<file path="src/rtl/wb_retire.sv">
// rtl/wb_retire.sv - RV32I write-back/retire stage with load alignment, retire counter and trace FIFO
module wb_retire #(
   parameter int TRACE_DEPTH = 4,
   parameter int CNT_WIDTH   = 64
) (
   input  logic                 CLK,
   input  logic                 RST,
   input  logic                 STALL,
   input  logic                 FLUSH,
   input  logic [31:0]          M_PC,
   input  logic [31:0]          M_INST,
   input  logic                 M_VALID,
   input  logic [4:0]           M_REG_D,
   input  logic [31:0]          M_REG_D_V,
   input  logic [31:0]          M_LOAD_ADDR,
   input  logic [31:0]          M_LOAD_DATA,
   output logic [31:0]          W_PC,
   output logic [31:0]          W_INST,
   output logic                 W_VALID,
   output logic [4:0]           W_REG_D,
   output logic [31:0]          W_REG_D_V,
   output logic                 W_REG_WE,
   output logic [CNT_WIDTH-1:0] INSTRET,
   output logic                 TRACE_VALID,
   output logic [31:0]          TRACE_PC,
   output logic [31:0]          TRACE_INST,
   input  logic                 TRACE_READY,
   output logic                 TRACE_OVF
);

   localparam int AW = (TRACE_DEPTH > 1) ? $clog2(TRACE_DEPTH) : 1;
   localparam logic [AW:0] DEPTH_C = TRACE_DEPTH[AW:0];

   // Only the byte lane of the load address matters; upper bits are unused.
   logic unused_addr;
   assign unused_addr = &{1'b0, M_LOAD_ADDR[31:2]};

   logic        is_load;
   logic [2:0]  funct3;
   logic [7:0]  lane_byte;
   logic [15:0] lane_half;
   logic [31:0] m_result;

   assign is_load = (M_INST[6:0] == 7'b0000011);
   assign funct3  = M_INST[14:12];

   // Select byte/halfword lane from the raw word and extend per load type.
   always_comb begin
      lane_byte = M_LOAD_DATA[7:0];
      case (M_LOAD_ADDR[1:0])
         2'd0: lane_byte = M_LOAD_DATA[7:0];
         2'd1: lane_byte = M_LOAD_DATA[15:8];
         2'd2: lane_byte = M_LOAD_DATA[23:16];
         2'd3: lane_byte = M_LOAD_DATA[31:24];
         default: lane_byte = M_LOAD_DATA[7:0];
      endcase
      lane_half = M_LOAD_ADDR[1] ? M_LOAD_DATA[31:16] : M_LOAD_DATA[15:0];
      m_result  = M_REG_D_V;
      if (is_load) begin
         case (funct3)
            3'b000:  m_result = {{24{lane_byte[7]}}, lane_byte};
            3'b100:  m_result = {24'd0, lane_byte};
            3'b001:  m_result = {{16{lane_half[15]}}, lane_half};
            3'b101:  m_result = {16'd0, lane_half};
            default: m_result = M_LOAD_DATA;
         endcase
      end
   end

   // A retire is a valid entry actually captured into the stage this edge.
   logic retire;
   assign retire = M_VALID && !RST && !STALL && !FLUSH;

   // Stage register: reset > stall (hold) > flush (bubble) > capture.
   always_ff @(posedge CLK) begin
      if (RST) begin
         W_PC      <= '0;
         W_INST    <= '0;
         W_VALID   <= 1'b0;
         W_REG_D   <= '0;
         W_REG_D_V <= '0;
      end else if (STALL) begin
         W_PC      <= W_PC;
      end else if (FLUSH) begin
         W_PC      <= '0;
         W_INST    <= '0;
         W_VALID   <= 1'b0;
         W_REG_D   <= '0;
         W_REG_D_V <= '0;
      end else begin
         W_PC      <= M_PC;
         W_INST    <= M_INST;
         W_VALID   <= M_VALID;
         W_REG_D   <= M_REG_D;
         W_REG_D_V <= m_result;
      end
   end

   // x0 is never written.
   assign W_REG_WE = W_VALID && (W_REG_D != 5'd0);

   // Retired-instruction counter, wraps naturally at its width.
   always_ff @(posedge CLK) begin
      if (RST) begin
         INSTRET <= '0;
      end else if (retire) begin
         INSTRET <= INSTRET + CNT_WIDTH'(1);
      end
   end

   logic [31:0] pc_mem   [TRACE_DEPTH];
   logic [31:0] inst_mem [TRACE_DEPTH];
   logic [AW-1:0] wr_ptr;
   logic [AW-1:0] rd_ptr;
   logic [AW:0]   count;
   logic          fifo_full;
   logic          fifo_pop;
   logic          fifo_push;
   logic          fifo_drop;

   assign fifo_full   = (count == DEPTH_C);
   assign TRACE_VALID = (count != '0);
   assign fifo_pop    = TRACE_VALID && TRACE_READY;
   // A pop on the same edge frees the slot, so a full FIFO still accepts.
   assign fifo_push   = retire && (!fifo_full || fifo_pop);
   assign fifo_drop   = retire && fifo_full && !fifo_pop;
   assign TRACE_PC    = pc_mem[rd_ptr];
   assign TRACE_INST  = inst_mem[rd_ptr];

   // Trace FIFO storage, pointers, occupancy and sticky overflow flag.
   always_ff @(posedge CLK) begin
      if (RST) begin
         wr_ptr    <= '0;
         rd_ptr    <= '0;
         count     <= '0;
         TRACE_OVF <= 1'b0;
         for (int i = 0; i < TRACE_DEPTH; i++) begin
            pc_mem[i]   <= '0;
            inst_mem[i] <= '0;
         end
      end else begin
         if (fifo_push) begin
            pc_mem[wr_ptr]   <= M_PC;
            inst_mem[wr_ptr] <= M_INST;
            wr_ptr           <= wr_ptr + AW'(1);
         end
         if (fifo_pop) begin
            rd_ptr <= rd_ptr + AW'(1);
         end
         if (fifo_push && !fifo_pop) begin
            count <= count + (AW+1)'(1);
         end else if (!fifo_push && fifo_pop) begin
            count <= count - (AW+1)'(1);
         end
         if (fifo_drop) begin
            TRACE_OVF <= 1'b1;
         end
      end
   end

endmodule

</file>
<file path="config.mk">
export PLATFORM = sky130hd
export DESIGN_NAME = wb_retire
export DESIGN_NICKNAME = d
export VERILOG_FILES = /design/src/rtl/wb_retire.sv
export SDC_FILE = /design/constraint.sdc
export NUM_CORES = 1
export LEC_CHECK = 0
export BUFFER_PORTS_ARGS = -buffer_cell sky130_fd_sc_hd__buf_2
export CORE_ASPECT_RATIO = 2
export CORE_MARGIN = 2
export CORE_UTILIZATION = 55
export CTS_CLUSTER_SIZE = 14
export DETAILED_ROUTE_END_ITERATION = 8
export PLACE_DENSITY = 0.79
export SLEW_MARGIN = 10
export SYNTH_ARGS = -nofsm -noshare
export SYNTH_HDL_FRONTEND = slang
export SYNTH_SLANG_ARGS = --single-unit
</file>
<file path="constraint.sdc">
create_clock -name CLK -period 3.5 [get_ports CLK]
set_input_delay 0.175 -clock CLK [delete_from_list [all_inputs] [get_ports CLK]]
set_output_delay 0.175 -clock CLK [all_outputs]
set_load 0.01 [all_outputs]
</file>
==> impl.org, run 1 <==
** Critical path
- Tracing the worst setup path back leads to its startpoint at INSTRET[15].
- Counting buffers and inverters, the worst setup path is 5 cells deep.
- Buf+Inv Stages, Crit Path :: 0
- The slowest stage of the critical path is the sky130_fd_sc_hd__or4_1 cell.
- Crit-path leading delay family :: simple AND/OR/NAND/NOR gates
- For the worst setup path, the data arrival time is roughly 3.2 ns.
- The critical path goes through nand4_1 > nor3_1 > nand2_1 > or4_1 > a21oi_1.
- CP Data Required Time :: 3.95 ns
- Capturing element type of the critical path :: register
- The worst register-to-register path begins at INSTRET[15].
- On the worst path, the slowest cell contributes a delay of 0.64 ns.
- The worst setup path is of the register to register kind.
- Of all nets on the critical path, the largest fanout is 17.
- Number of cells on the worst reg-to-reg path :: 5
- Setup crit start kind :: register

** Clock tree
- CTS saw approximately 430 sinks.
- Clock latency on the worst-skew pair :: 0.54 ns
- Clock Path Buffers :: 3
- Buffers inserted during clock tree synthesis total 38.
- Depth of the CTS H-tree :: 2
- Clock-pin slew was measured on the worst setup and hold paths at 0.06 ns.
- Post-cts gate resize count :: 0
- TritonCTS built the clock tree.
- CTS placed an instance of sky130_fd_sc_hd__clkbuf_16 at the clock tree root.

** Global routing
- The initial antenna violation count came to 5.
- Entering global routing, the biggest net connects about 90 pins.
- The via count of the first global-routing pass was 14600.
- The first global-routing pass estimated 78800 microns of wire.
- Global-route usage over all layers :: 28.8%
- Aggregate global routing overflow :: 0

** Synth
- Top cells by area, synth :: sky130_fd_sc_hd__edfxtp_1, sky130_fd_sc_hd__dfxtp_1, sky130_fd_sc_hd__and2_1
- Counting flops and latches in the post-synthesis netlist gives about 430.
- sky130_fd_sc_hd__edfxtp_1 takes more of the synthesized area than any other cell.
- Post-synth cell types :: 55
- Part of the Yosys area used for sequential elements :: 60.7%
- Average instance area after synthesis :: between 10 and 15 sq um
- Most instantiated cells after synthesis :: sky130_fd_sc_hd__and2_1, sky130_fd_sc_hd__edfxtp_1, sky130_fd_sc_hd__dfxtp_1, sky130_fd_sc_hd__nor2_1
- For this run, the leading register cell type out of synthesis is sky130_fd_sc_hd__edfxtp_1.
- Proportion of netlist area held by the largest area contributor :: 41.6%
- Synthesis warning total :: 0
- For this run, asynchronously set or reset flops after synthesis account for 0%.
- The synthesized design contains 256 enable-type register cells.
- The mapped netlist covers 18500 sq um.
- Synthesized netlist net count :: 1664
- Counting every instance in the synthesized netlist gives 1490.

** Pwr
- The analysis attributes to cell leakage a power of just over 9 nW.
- Total Power :: 11.3 mW
- Worst supply voltage drop on vdd :: 0.000396 V
- For this design the ratio of total power to cell area is approximately 490 nW/um^2.

** Cells and area
- Final net count :: between 2000 and 2500
- Number of filler cells placed in the layout :: 2262
- Relative area change from synthesis to final layout :: 24.7%
- Post-route cell area :: 23000 sq um
- Share of layout cells above drive strength 1 :: 27.9%

** Floorplan
- The floorplan has 95 rows.
- Placeable core area :: 33400 sq um
- Pin placement for this block handled 404 I/O pins.
- Die footprint :: 35200 sq um
- Height of the die :: ~260 microns
- For this configuration, the core starts out at a cell density of 55.3%.
- The die is 134 microns wide.

** STA
- Final count of hold timing violations :: 0
- Setup violations remaining at the end of the flow were counted as 0.
- Setup TNS :: 0 ns
- Worst-margin pin slew :: 1.06 ns
- Worst slew margin :: 28.7%
- Highest attainable clock frequency :: 363 MHz
- On the final layout, the worst hold slack is 0.00939 ns.
- Dividing the final minimum period by the clock period gives about four fifths.
- Between clock sinks in the finished design, the worst skew comes to approximately 0.018 ns.
- Setup repair after global routing left no endpoint under its margin.
- The worst path needs 2.75 ns of the cycle, external delays included.
- Max-slew violation count :: 0

** Detailed routing
- Average wire per standard cell :: 21.4 microns
- Dividing the detail-routed via count by the number of cells gives 5.95.
- Remaining DRCs :: 0
- Antenna viol nets, final :: 0
- Across all layers, the routed design uses 14300 vias.
- Before antenna repair, the detailed router went through 5 iterations.
- Final Routed Wirelength :: 51400 microns
- In this run, the number of DRC markers left after iteration 0 of detailed routing was 978.

** Flow run
- Number of maximum-capacitance constraint violations :: 0

** Hold path
- Beginning of the worst hold path :: M_INST[3]
- Number of cells on the worst hold path :: 3
- Class of the most critical hold timing path :: input pin to register

** Placement
- Detailed placement ended at an HPWL of about 33000 microns.
- Port-buffer cells :: about 370
- Once placement finished, the instance area stood at 20900 sq um.
- Global placement routability congestion :: approximately 0.91

** Outcome
- Run status :: finished, final reports clean
==> cell type report <==
type | count | area, sq um | share of cell area (%)
well taps | 436 | 546 | 2.37
multi-input cells | 933 | 6860 | 29.8
repair buffers | 508 | 3210 | 13.9
flip-flops and latches | 432 | 11200 | 48.7
clock inverters | 6 | 33.8 | 0.147
clock buffers | 62 | 1090 | 4.75
inverters | 21 | 78.8 | 0.342
diodes | 4 | 10.0 | 0.0434
==> metrics by stage <==
step | setup WS [ns] | util [%] | cells
detailed placement | 0.567 | 62.5 | 2228
global route | 0.585 | 69.0 | 2402
floorplan | 0.687 | - | 1490
finish | 0.746 | 69.0 | 2402
global placement | 0.604 | 62.5 | 2228
CTS | 0.727 | 69.0 | 2398
==> path summary, 6_finish.rpt <==
kind / to / slack, ns
max: INSTRET[59] / 0.75
min reg2reg: W_REG_D_V[7] / 0.47
min: W_INST[3] / 0.009
max reg2reg: INSTRET[59] / 0.75
==> cell usage in the layout (no fill, tap or decap), types with 8 or more instances in the layout <==
| cell type | netlist | routed |
|---|---|---|
| sky130_fd_sc_hd__buf_2 | 0 | 371 |
| sky130_fd_sc_hd__and2_1 | 256 | 256 |
| sky130_fd_sc_hd__edfxtp_1 | 256 | 256 |
| sky130_fd_sc_hd__dfxtp_1 | 176 | 174 |
| sky130_fd_sc_hd__nor2_1 | 120 | 117 |
| sky130_fd_sc_hd__dlygate4sd3_1 | 0 | 102 |
| sky130_fd_sc_hd__a22oi_1 | 93 | 93 |
| sky130_fd_sc_hd__mux4_2 | 64 | 64 |
| sky130_fd_sc_hd__a21oi_1 | 59 | 59 |
| sky130_fd_sc_hd__nand2_1 | 42 | 42 |
| sky130_fd_sc_hd__o21ai_0 | 42 | 42 |
| sky130_fd_sc_hd__clkbuf_16 | 0 | 40 |
| sky130_fd_sc_hd__or3_1 | 29 | 29 |
| sky130_fd_sc_hd__buf_4 | 1 | 29 |
| sky130_fd_sc_hd__nand4_1 | 27 | 27 |
| sky130_fd_sc_hd__nand3_1 | 21 | 21 |
| sky130_fd_sc_hd__clkbuf_1 | 93 | 21 |
| sky130_fd_sc_hd__inv_1 | 20 | 20 |
| sky130_fd_sc_hd__or4_1 | 18 | 18 |
| sky130_fd_sc_hd__xor2_1 | 16 | 16 |
| sky130_fd_sc_hd__o2111ai_1 | 16 | 16 |
| sky130_fd_sc_hd__o31ai_1 | 16 | 16 |
| sky130_fd_sc_hd__nor3_1 | 15 | 14 |
| sky130_fd_sc_hd__xnor2_1 | 10 | 10 |
| sky130_fd_sc_hd__mux2_2 | 9 | 9 |
| sky130_fd_sc_hd__o21ai_1 | 8 | 8 |
| sky130_fd_sc_hd__a221o_1 | 8 | 8 |
==> registers in the layout (all words and copies together), names as in the netlist, named ones only <==
| register | count |
|---|---|
| count | 3 |
| INSTRET | 64 |
| TRACE_OVF | 1 |
| rd_ptr | 2 |
| pc_mem | 128 |
| inst_mem | 128 |
| W_PC | 32 |
| W_INST | 32 |
| W_REG_D | 5 |
| W_REG_D_V | 32 |
| wr_ptr | 2 |
| W_VALID | 1 |
==> tightest hold or removal path, delay by kind of cell <==
family	cells	cell delay, ns
buf+inv	1	0.16
compound gates	1	0.08
simple gates	1	0.09
==> logic make-up (layout without fill, tap and decap cells) <==
logic type / after synthesis / count (layout) / share of synthesized area [%]
xor gates and xnor gates: 26 / 26 / 1.23
and+or+nand+nor: 570 / 570 / 17.4
adders and majority gates: 3 / 3 / 0.244
buffers and inverters: 125 / 597 / 2.57
DFF: 432 / 432 / 60.7
muxes: 78 / 78 / 8.62
other: 0 / 4 / 0
AOI/OAI and AO/OA: 256 / 256 / 9.20
==> power by group <==
| part | total [mW] | internal (mW) | switching [mW] |
|---|---|---|---|
| clock network | 3.96 | 2.14 | 1.82 |
| logic | 1.60 | 0.792 | 0.813 |
| registers | 5.78 | 5.58 | 0.198 |
==> per-layer routing <==
metal | vias up | GRT usage [%] | wire length, microns
li1 | 6430 | - | -
met1 | 7007 | 31.3 | 17600
met2 | 651 | 51.9 | 27000
met3 | 198 | 4.56 | 3370
met4 | 2 | 17.9 | 3370
met5 | - | 0 | 13
==> timing repair <==
item | CTS | global route
hold endpoints to repair | 264 | 0
buffers inserted | 0 | 0
hold buffers | 102 | 0
Power figures use the tool's default switching activity.
==> inputs of run 2 (changes only) <==
--- a/config.mk
+++ b/config.mk
@@ -5,13 +5,14 @@
 export SDC_FILE = /design/constraint.sdc
 export NUM_CORES = 1
 export LEC_CHECK = 0
+export ABC_AREA = 1
 export BUFFER_PORTS_ARGS = -buffer_cell sky130_fd_sc_hd__buf_2
 export CORE_ASPECT_RATIO = 2
 export CORE_MARGIN = 2
 export CORE_UTILIZATION = 55
 export CTS_CLUSTER_SIZE = 14
 export DETAILED_ROUTE_END_ITERATION = 8
-export PLACE_DENSITY = 0.79
+export PLACE_DENSITY = 0.78
 export SLEW_MARGIN = 10
 export SYNTH_ARGS = -nofsm -noshare
 export SYNTH_HDL_FRONTEND = slang
==> constraint.sdc (replaced) <==
create_clock -name CLK -period 2.7 [get_ports CLK]
set_input_delay 0.135 -clock CLK [delete_from_list [all_inputs] [get_ports CLK]]
set_output_delay 0.135 -clock CLK [all_outputs]
set_load 0.01 [all_outputs]
==> run 2 against run 1 <==
  * Global-route usage increased by 3.5 points
  * Flip-flop and latch count unchanged
  * Utilization decreased by 0.37 points
  * Count of clock-buffer cells in the layout decreased by 1
  * Via count increased by 28%
  * Die area increased by 5.0%
  * Critical path type is now register to primary output
==> impl.org, run 2 <==
** Outcome
- Run status :: finished, final reports clean

** Synth
- The number of distinct library cell variants in the gate-level netlist after synthesis is 35 (-36%).
- The post-synthesis instance total came to 2363 (+59%).
- Among all flip-flop cells after synthesis, the most frequent one is sky130_fd_sc_hd__edfxtp_1.
- Post-Synthesis Cell Area :: 19400 sq um (+5.1%)
- The async set-or-reset flop fraction in the synthesized netlist came to 0% (unchanged).
- Post-synth top area cell :: sky130_fd_sc_hd__edfxtp_1
- The number of enable-type register cells in the synthesized netlist is 256 (unchanged).
- In the post-synthesis netlist, the cell with the most instances is sky130_fd_sc_hd__nor2_1.
- The fraction of synthesized cell area taken by the top area cell type was 39.6% (-2.0 points).
- Yosys reg bits :: 432 (unchanged)
- Synthesized netlist net count :: 2537 (+52%)
- Most instantiated cells after synthesis :: sky130_fd_sc_hd__nor2_1, sky130_fd_sc_hd__nand2_1, sky130_fd_sc_hd__edfxtp_1, sky130_fd_sc_hd__inv_1, sky130_fd_sc_hd__o21ai_0
- The average footprint of a synthesized cell was 8.22 sq um (-34%).
- The share of the yosys chip area belonging to registers was 57.7% (-3.0 points).
- The warning count from the yosys run is 0 (unchanged).
- Top cells by area, synth :: sky130_fd_sc_hd__edfxtp_1, sky130_fd_sc_hd__dfxtp_1, sky130_fd_sc_hd__nor2_1

** Flow run
- Number of maximum-capacitance constraint violations :: 0 (unchanged)

** Critical path
- The critical path in this run is classified as register to primary output.
- Number of cells on the worst reg-to-reg path :: 9 (+4)
- Crit path depth :: 5 (unchanged)
- The stage delay of the slowest cell on the critical path came to 0.44 ns (-0.20 ns).
- The slowest stage of the critical path is the sky130_fd_sc_hd__o22ai_1 cell.
- The count of buffering cells on the critical path with inverters included came to 3 (+3).
- The required time at the endpoint of the critical path was 2.57 ns (-1.38 ns).
- Reg2Reg Setup Slack :: 0.41 ns (-0.34 ns)
- STA classifies the critical path startpoint as a register.
- STA classifies the critical path endpoint as a primary output.
- Crit-path leading delay family :: buffers and inverters
- Origin of the critical flop-to-flop path :: count[0]
- Traced cell by cell, the critical path runs through clkinv_2 > buf_12 > o21ai_0 > o22ai_1 > buf_2.
- In this run the critical register-to-register path is captured at inst_mem[0][12].
- Capturing instance or port of the critical path :: TRACE_INST[11]
- The arrival time of the worst setup path was 2.32 ns (-0.88 ns).
- Highest net fanout along the worst path :: 39 (+22)

** STA
- The worst-margin pin slew was 1.23 ns (+0.171 ns).
- Max-slew violation count :: 0 (unchanged)
- Highest attainable clock frequency :: between 400 and 500 MHz
- The total setup violations reported at the end of the flow is 0 (unchanged).
- The worst path needs 2.46 ns of the cycle, external delays included.
- Hold Slack :: 0.0255 ns (+0.0161 ns)
- Final count of hold timing violations :: 0 (unchanged)
- Final critical-path share of the clock period :: 91.1%
- Setup repair after global routing left no endpoint under its margin.
- The total negative slack came to 0 ns (unchanged).
- The clock skew after layout came to 0.0193 ns (+0.00109 ns).
- The worst slew slack as a fraction of its limit came to 17.8% (-11 points).

** Cells and area
- The library cells used most frequently in the layout, excluding fill and tap cells, are sky130_fd_sc_hd__nor2_1, sky130_fd_sc_hd__nand2_1, sky130_fd_sc_hd__buf_2.
- From synthesis to final layout, the design area changed by 23.5%.
- The largest registers in the layout are inst_mem x128, pc_mem x128, INSTRET x64.
- Most common cell after layout, fill and taps aside :: sky130_fd_sc_hd__nor2_1
- Post-route cell area :: 24000 sq um (+4.1%)
- The final standard cell utilization of the core came to 68.6% (-0.37 points).
- Final net count :: 2962 (+41%)
- Share of layout cells above drive strength 1 :: 17.5% (-10 points)

** Global routing
- The maximum number of pins on one net before global-route repair was 129 (+47%).
- Via count of the first global-routing pass :: 18200 (+25%)
- First-pass GRT wire length :: 92900 microns (+18%)
- Aggregate global routing overflow :: 0 (unchanged)
- Global-route usage over all layers :: 32.3% (+3.5 points)
- The initial antenna violation count was 6 (+1).

** Floorplan
- Die footprint :: 36900 sq um (+5.0%)
- The die span in x is 137 microns (+2.5%).
- The count of standard-cell rows is 97 (+2.1%).
- The die span in y was 270 microns (+2.5%).
- Number of primary I/O pins :: 404 (unchanged)
- The starting density of the core came to 55.6% (+0.26 points).
- The standard cell core area is 35000 sq um (+4.6%).

** Detailed routing
- Final Routed Wirelength :: 60500 microns (+18%)
- Antenna viol nets, final :: 0 (unchanged)
- Remaining DRCs :: 0 (unchanged)
- Router iterations before antenna repair :: 6 (+1)
- The mean routed wirelength per cell came to 18.5 microns (-14%).
- Via count :: 18300 (+28%)
- Initial DRC count :: 1349 (+38%)
- Number of vias per cell :: 5.59 (-6.0%)

** Pwr
- The maximum ir drop on the vdd rail was 0.000555 V (+40%).
- The leakage power summed over all cells was 10.4 nW (+14%).
- Total Power :: 16.0 mW (+41%)
- The power density of the placed cells was 666 nW/um^2 (+35%).

** Clock tree
- Post-cts gate resize count :: 0 (unchanged)
- Num CTS Buffers :: 38 (unchanged)
- Register clock-pin slew on the reported worst setup and hold paths :: 0.07 ns (about the same)
- The number of H-tree levels came to 2 (unchanged).
- The worst-case clock buffer depth is 3 (unchanged).
- The sink count of the clock tree was 432 (unchanged).
- Clock tree synthesis selected as its root buffer the cell sky130_fd_sc_hd__clkbuf_16.
- Clock tree from TritonCTS :: done
- The worst-skew pair later-pin latency came to 0.54 ns (about the same).

** Hold path
- In this run the worst hold path is classified as input pin to register.

** Placement
- Placement Cell Area :: 21800 sq um (+4.4%)
- Port-buffer cells :: 373 (unchanged)
- The final weighted congestion in routability-driven placement is 0.950 (+4.5%).
- The post-DP HPWL was 38900 microns (+20%).
==> run 2: changes by cell type after synthesis, sizes merged, moves of 25 or more <==
cell,before,now
a22oi,93,0
o22ai,0,64
mux4,64,0
nand3,21,60
inv,20,191
and2,256,1
or3,29,0
nor2,120,591
a21oi,59,139
buf,10,35
nand2,43,498
o21ai,50,178
==> run 2: layer usage <==
metal | wire length [microns] | GRT usage [%]
met1 | 20500 | 34.4
met2 | 30800 | 56.1
met3 | 4580 | 5.81
met4 | 4530 | 23.2
met5 | 0 | 0
==> run 2: how the worst min path moves through the flow <==
| stage | startpoint | end | cells after the start |
|---|---|---|---|
| floorplan | M_INST[0] | W_INST[0] | 2 |
| global placement | M_REG_D[3] | W_REG_D[3] | 3 |
| detailed placement | M_REG_D[1] | W_REG_D[1] | 3 |
| CTS | M_LOAD_DATA[5] | W_REG_D_V[5] | 5 |
| global route | M_LOAD_DATA[5] | W_REG_D_V[5] | 5 |
| finish | M_LOAD_DATA[5] | W_REG_D_V[5] | 5 |
==> run 2: worst min-delay path: stages <==
cell	delay (ns)
sky130_fd_sc_hd__buf_2	0.08
sky130_fd_sc_hd__o211ai_1	0.09
sky130_fd_sc_hd__nand2_1	0.06
sky130_fd_sc_hd__nand2_1	0.04
sky130_fd_sc_hd__a21oi_1	0.11
==> run 2: layout make-up <==
type | count | area, sq um
inverters | 192 | 722
clock buffers | 61 | 1080
flip-flops and latches | 432 | 11200
fillers | 2718 | 11000
diodes | 6 | 15.0
repair buffers | 509 | 3270
clock inverters | 8 | 90.1
multi-input cells | 1615 | 7040
well taps | 445 | 557
==> run 2: through the flow <==
stage / worst slack [ns] / cells
final: 0.240 / 3268
after CTS: 0.257 / 3262
after global routing: 0.0746 / 3268
after global placement: 0.512 / 3093
after floorplan: 0.0697 / 2363
after detailed placement: 0.424 / 3093
==> run 2: timing repair <==
action	in CTS	in global routing
hold buffers	100	0
hold endpoints to repair	261	0
buffers inserted	0	0
==> run 2: cell families after synthesis <==
logic type	after synthesis	synth area share, %
fa+ha+maj	3	0.232
flops	432	57.7
compound gates	391	10.6
simple gates	1216	24.9
buf+inv	316	6.30
xor+xnor	5	0.226
==> run 2: report_power, final <==
group / switching, mW / internal [mW] / total [mW]
combinational: 2.17 / 1.14 / 3.31
clock: 2.35 / 2.94 / 5.29
sequential: 0.114 / 7.25 / 7.36
total: 4.63 / 11.3 / 16.0
==> inputs of run 3 (changes only) <==
--- a/config.mk
+++ b/config.mk
@@ -12,7 +12,7 @@
 export CORE_UTILIZATION = 55
 export CTS_CLUSTER_SIZE = 14
 export DETAILED_ROUTE_END_ITERATION = 8
-export PLACE_DENSITY = 0.78
+export PLACE_DENSITY = 0.86
 export SLEW_MARGIN = 10
 export SYNTH_ARGS = -nofsm -noshare
 export SYNTH_HDL_FRONTEND = slang
==> run 3 against run 2 <==
  * Worst setup slack improved by 0.023 ns
  * Flip-flop and latch count stayed put
  * Count of clock-buffer cells in the layout up 2
  * Critical path depth down 1
  * Sequential power rose by 1%
  * Largest power group unchanged
==> impl.org, run 3 (synthesized netlist as in run 2, its figures left out) <==
** Cells and area
- Post-route cell area :: 24100 sq um (+0.31%)
- Multi-input gate area in the final layout :: 7040 sq um (unchanged)
- The number of fill cells in the layout came to 2585 (-4.9%).
- Final net count :: 2966 (+0.14%)
- Commonest cells after routing, fill and taps aside :: sky130_fd_sc_hd__nor2_1, sky130_fd_sc_hd__nand2_1, sky130_fd_sc_hd__buf_2
- Share of layout cells above drive strength 1 :: 17.7% (+0.18 points)
- In the final layout, the registers with the most flip-flops are inst_mem x128, pc_mem x128, INSTRET x64.
- Most common cell after layout, fill and taps aside :: sky130_fd_sc_hd__nor2_1
- The flip-flop and latch area was 11200 sq um (unchanged).
- From synthesis to final layout, the design area changed by 23.9%.

** Critical path
- STA classifies the critical path endpoint as a primary output.
- The required time at the endpoint of the critical path is 2.57 ns (about the same).
- The maximum fanout encountered on the critical timing path is 36 (-7.7%).
- The arrival time of the worst setup path came to 2.30 ns (-0.02 ns).
- For this design, the slowest cell found on the critical path is sky130_fd_sc_hd__dfxtp_4.
- Cell-by-cell listing of the critical path :: buf_4 > o21ai_0 > o22ai_1 > buf_2
- Worst path max stage delay :: 0.59 ns (+0.15 ns)
- The critical path in this run is classified as register to primary output.
- Setup crit start kind :: register

** Detailed routing
- The number of nets with antenna violations after detailed routing is 0 (unchanged).
- Initial DRC count :: 1509 (+12%)
- The sum of routed wire segments on met1 was 20700 microns (+0.91%).
- Final Routed Wirelength :: 63200 microns (+4.5%)
- The mean routed wirelength per cell was 19.3 microns (+4.3%).
- The ratio of routed vias to standard cells was 5.73 (+2.5%).
- Wire length on met3 :: 5130 microns (+12%)
- Router iterations before antenna repair :: 6 (unchanged)
- The number of vias in the routed layout was 18800 (+2.7%).
- Highest Signal Layer :: met5
- The total length of routed met2 wires is 32400 microns (+5.1%).
- The post-detailed-route DRC marker count is 0 (unchanged).

** Global routing
- Maximum number of pins on one net before global-route repair :: 87 (-33%)
- The global-route wire length before repair is 95300 microns (+2.5%).
- Via count of the first global-routing pass :: 18500 (+1.8%)
- Aggregate global routing overflow :: 0 (unchanged)
- The initial antenna violation count is 8 (+2).
- Global-route usage over all layers :: 33.2% (+0.96 points)

** Placement
- Global placement routability congestion :: 0.977 (+2.9%)
- Placement Cell Area :: 21800 sq um (+0.11%)
- The post-DP HPWL is 40100 microns (+2.9%).
- The number of buffers inserted by port buffering was 373 (unchanged).

** Clock tree
- The worst-case clock buffer depth came to 3 (unchanged).
- Clock latency on the worst-skew pair :: 0.55 ns (about the same)
- Clock net sink count :: 432 (unchanged)
- Clock Root Buffer :: sky130_fd_sc_hd__clkbuf_16
- The number of H-tree levels came to 2 (unchanged).
- The count of cells resized by post-cts repair is 0 (unchanged).
- Register clock-pin slew on the reported worst setup and hold paths :: 0.06 ns (about the same)
- Clock tree from TritonCTS :: done
- The number of buffers added by the clock tree synthesis step is 39 (+2.6%).

** Pwr
- Seq pwr share :: 46.3% (+0.2 points)
- The maximum ir drop on the vdd rail is 0.000735 V (+33%).
- The logic gate share of total power is 20.5% (-0.2 points).
- The reported net switching power is 4.78 mW (+3.0%).
- Leakage power summed over all cells :: 10.4 nW (+0.28%)
- The internal power component was 11.3 mW (-0.50%).
- The power density of the placed cells is 667 nW/um^2 (+0.21%).
- The switching share of power came to 29.8% (+0.72 points).
- The clock network fraction of total power is 33.1% (about the same).

** Floorplan
- Horizontal extent of the die :: 137 microns (unchanged)
- Starting Density :: 55.6% (unchanged)
- Height of the die :: 270 microns (unchanged)
- The count of standard-cell rows was 97 (unchanged).
- Die footprint :: 36900 sq um (unchanged)
- The count of boundary I/O pins is 404 (unchanged).
- Placeable core area :: 35000 sq um (unchanged)

** STA
- Setup repair after global routing left no endpoint under its margin.
- Highest attainable clock frequency :: 410 MHz (+0.94%)
- Setup TNS :: 0 ns (unchanged)
- Max-slew violation count :: 0 (unchanged)
- The worst slew slack as a fraction of its limit was 39.5% (+22 points).
- Count of final setup violators :: 0 (unchanged)
- Worst-margin pin slew :: 0.908 ns (-0.325 ns)
- The count of final hold-check violations came to 0 (unchanged).
- The share of the clock period used by the worst path after layout was 90.3% (-0.85 points).
- Final critical-path required period :: 2.44 ns (-0.0229 ns)
- The clock skew after layout is 0.0163 ns (-0.00303 ns).

** Outcome
- Run status :: finished, final reports clean

** Flow run
- Number of maximum-capacitance constraint violations :: 0 (unchanged)

** Hold path
- Class of the most critical hold timing path :: input pin to register
==> run 3: power groups by stage <==
stage | Clock, mW | Sequential (mW) | Combinational, mW
2_1_floorplan | 0 | 7.51 | 1.78
3_3_place_gp | 0 | 7.55 | 2.97
3_5_place_dp | 0 | 7.57 | 3.08
4_1_cts | 5.33 | 7.43 | 3.22
5_1_grt | 5.58 | 7.46 | 3.55
6_report | 5.32 | 7.43 | 3.30
==> run 3: worst max-delay path: cells and delay by family (launching register included) <==
| family | cells | cell delay, ns |
|---|---|---|
| flip-flops | 1 | 0.59 |
| AO/OA/AOI/OAI | 2 | 0.53 |
| buffers and inverters | 2 | 0.62 |
==> run 3: what timing repair did <==
item	CTS	global route
endpoints found under the hold margin	259	0
setup buffers	0	0
hold buffers	103	0
==> run 3: path summary, 6_finish.rpt <==
path | endpoint | slack [ns] | cells after the start | startpoint
worst min register to register | W_PC[18] | 0.46 | 2 | W_PC[18]
worst max-delay path | TRACE_INST[28] | 0.26 | 4 | register
worst max register to register | count[2] | 0.40 | 13 | count[0]
worst min-delay path | W_REG_D_V[5] | 0.04 | 5 | M_LOAD_DATA[5]
==> run 3: through the flow <==
step           util [%]  total power [mW]  hold slack [ns]  instances  setup WS (ns)
6_report           68.8              16.0           0.0360       3275          0.263
5_1_grt            68.8              16.6           0.0334       3275          0.169
4_1_cts            68.8              16.0          0.00229       3268          0.287
3_5_place_dp       62.4              10.7            0.396       3093          0.462
3_3_place_gp       62.4              10.5            0.384       3093          0.529
2_1_floorplan         -              9.29            0.280       2363         0.0697
==> run 3: final cells by class <==
cell class	count	area share, %
diodes	7	0.0728
clock buffers	63	4.69
clock inverters	9	0.250
inverters	192	3.00
multi-input cells	1615	29.3
flip-flops and latches	432	46.6
well taps	445	2.31
repair buffers	512	13.8
==> run 3: metal layers <==
layer,global-route usage (%),vias to the layer above
met2,57.8,1126
met5,0,-
met1,35.2,8759
met4,24.1,2
li1,-,8571
met3,5.94,302
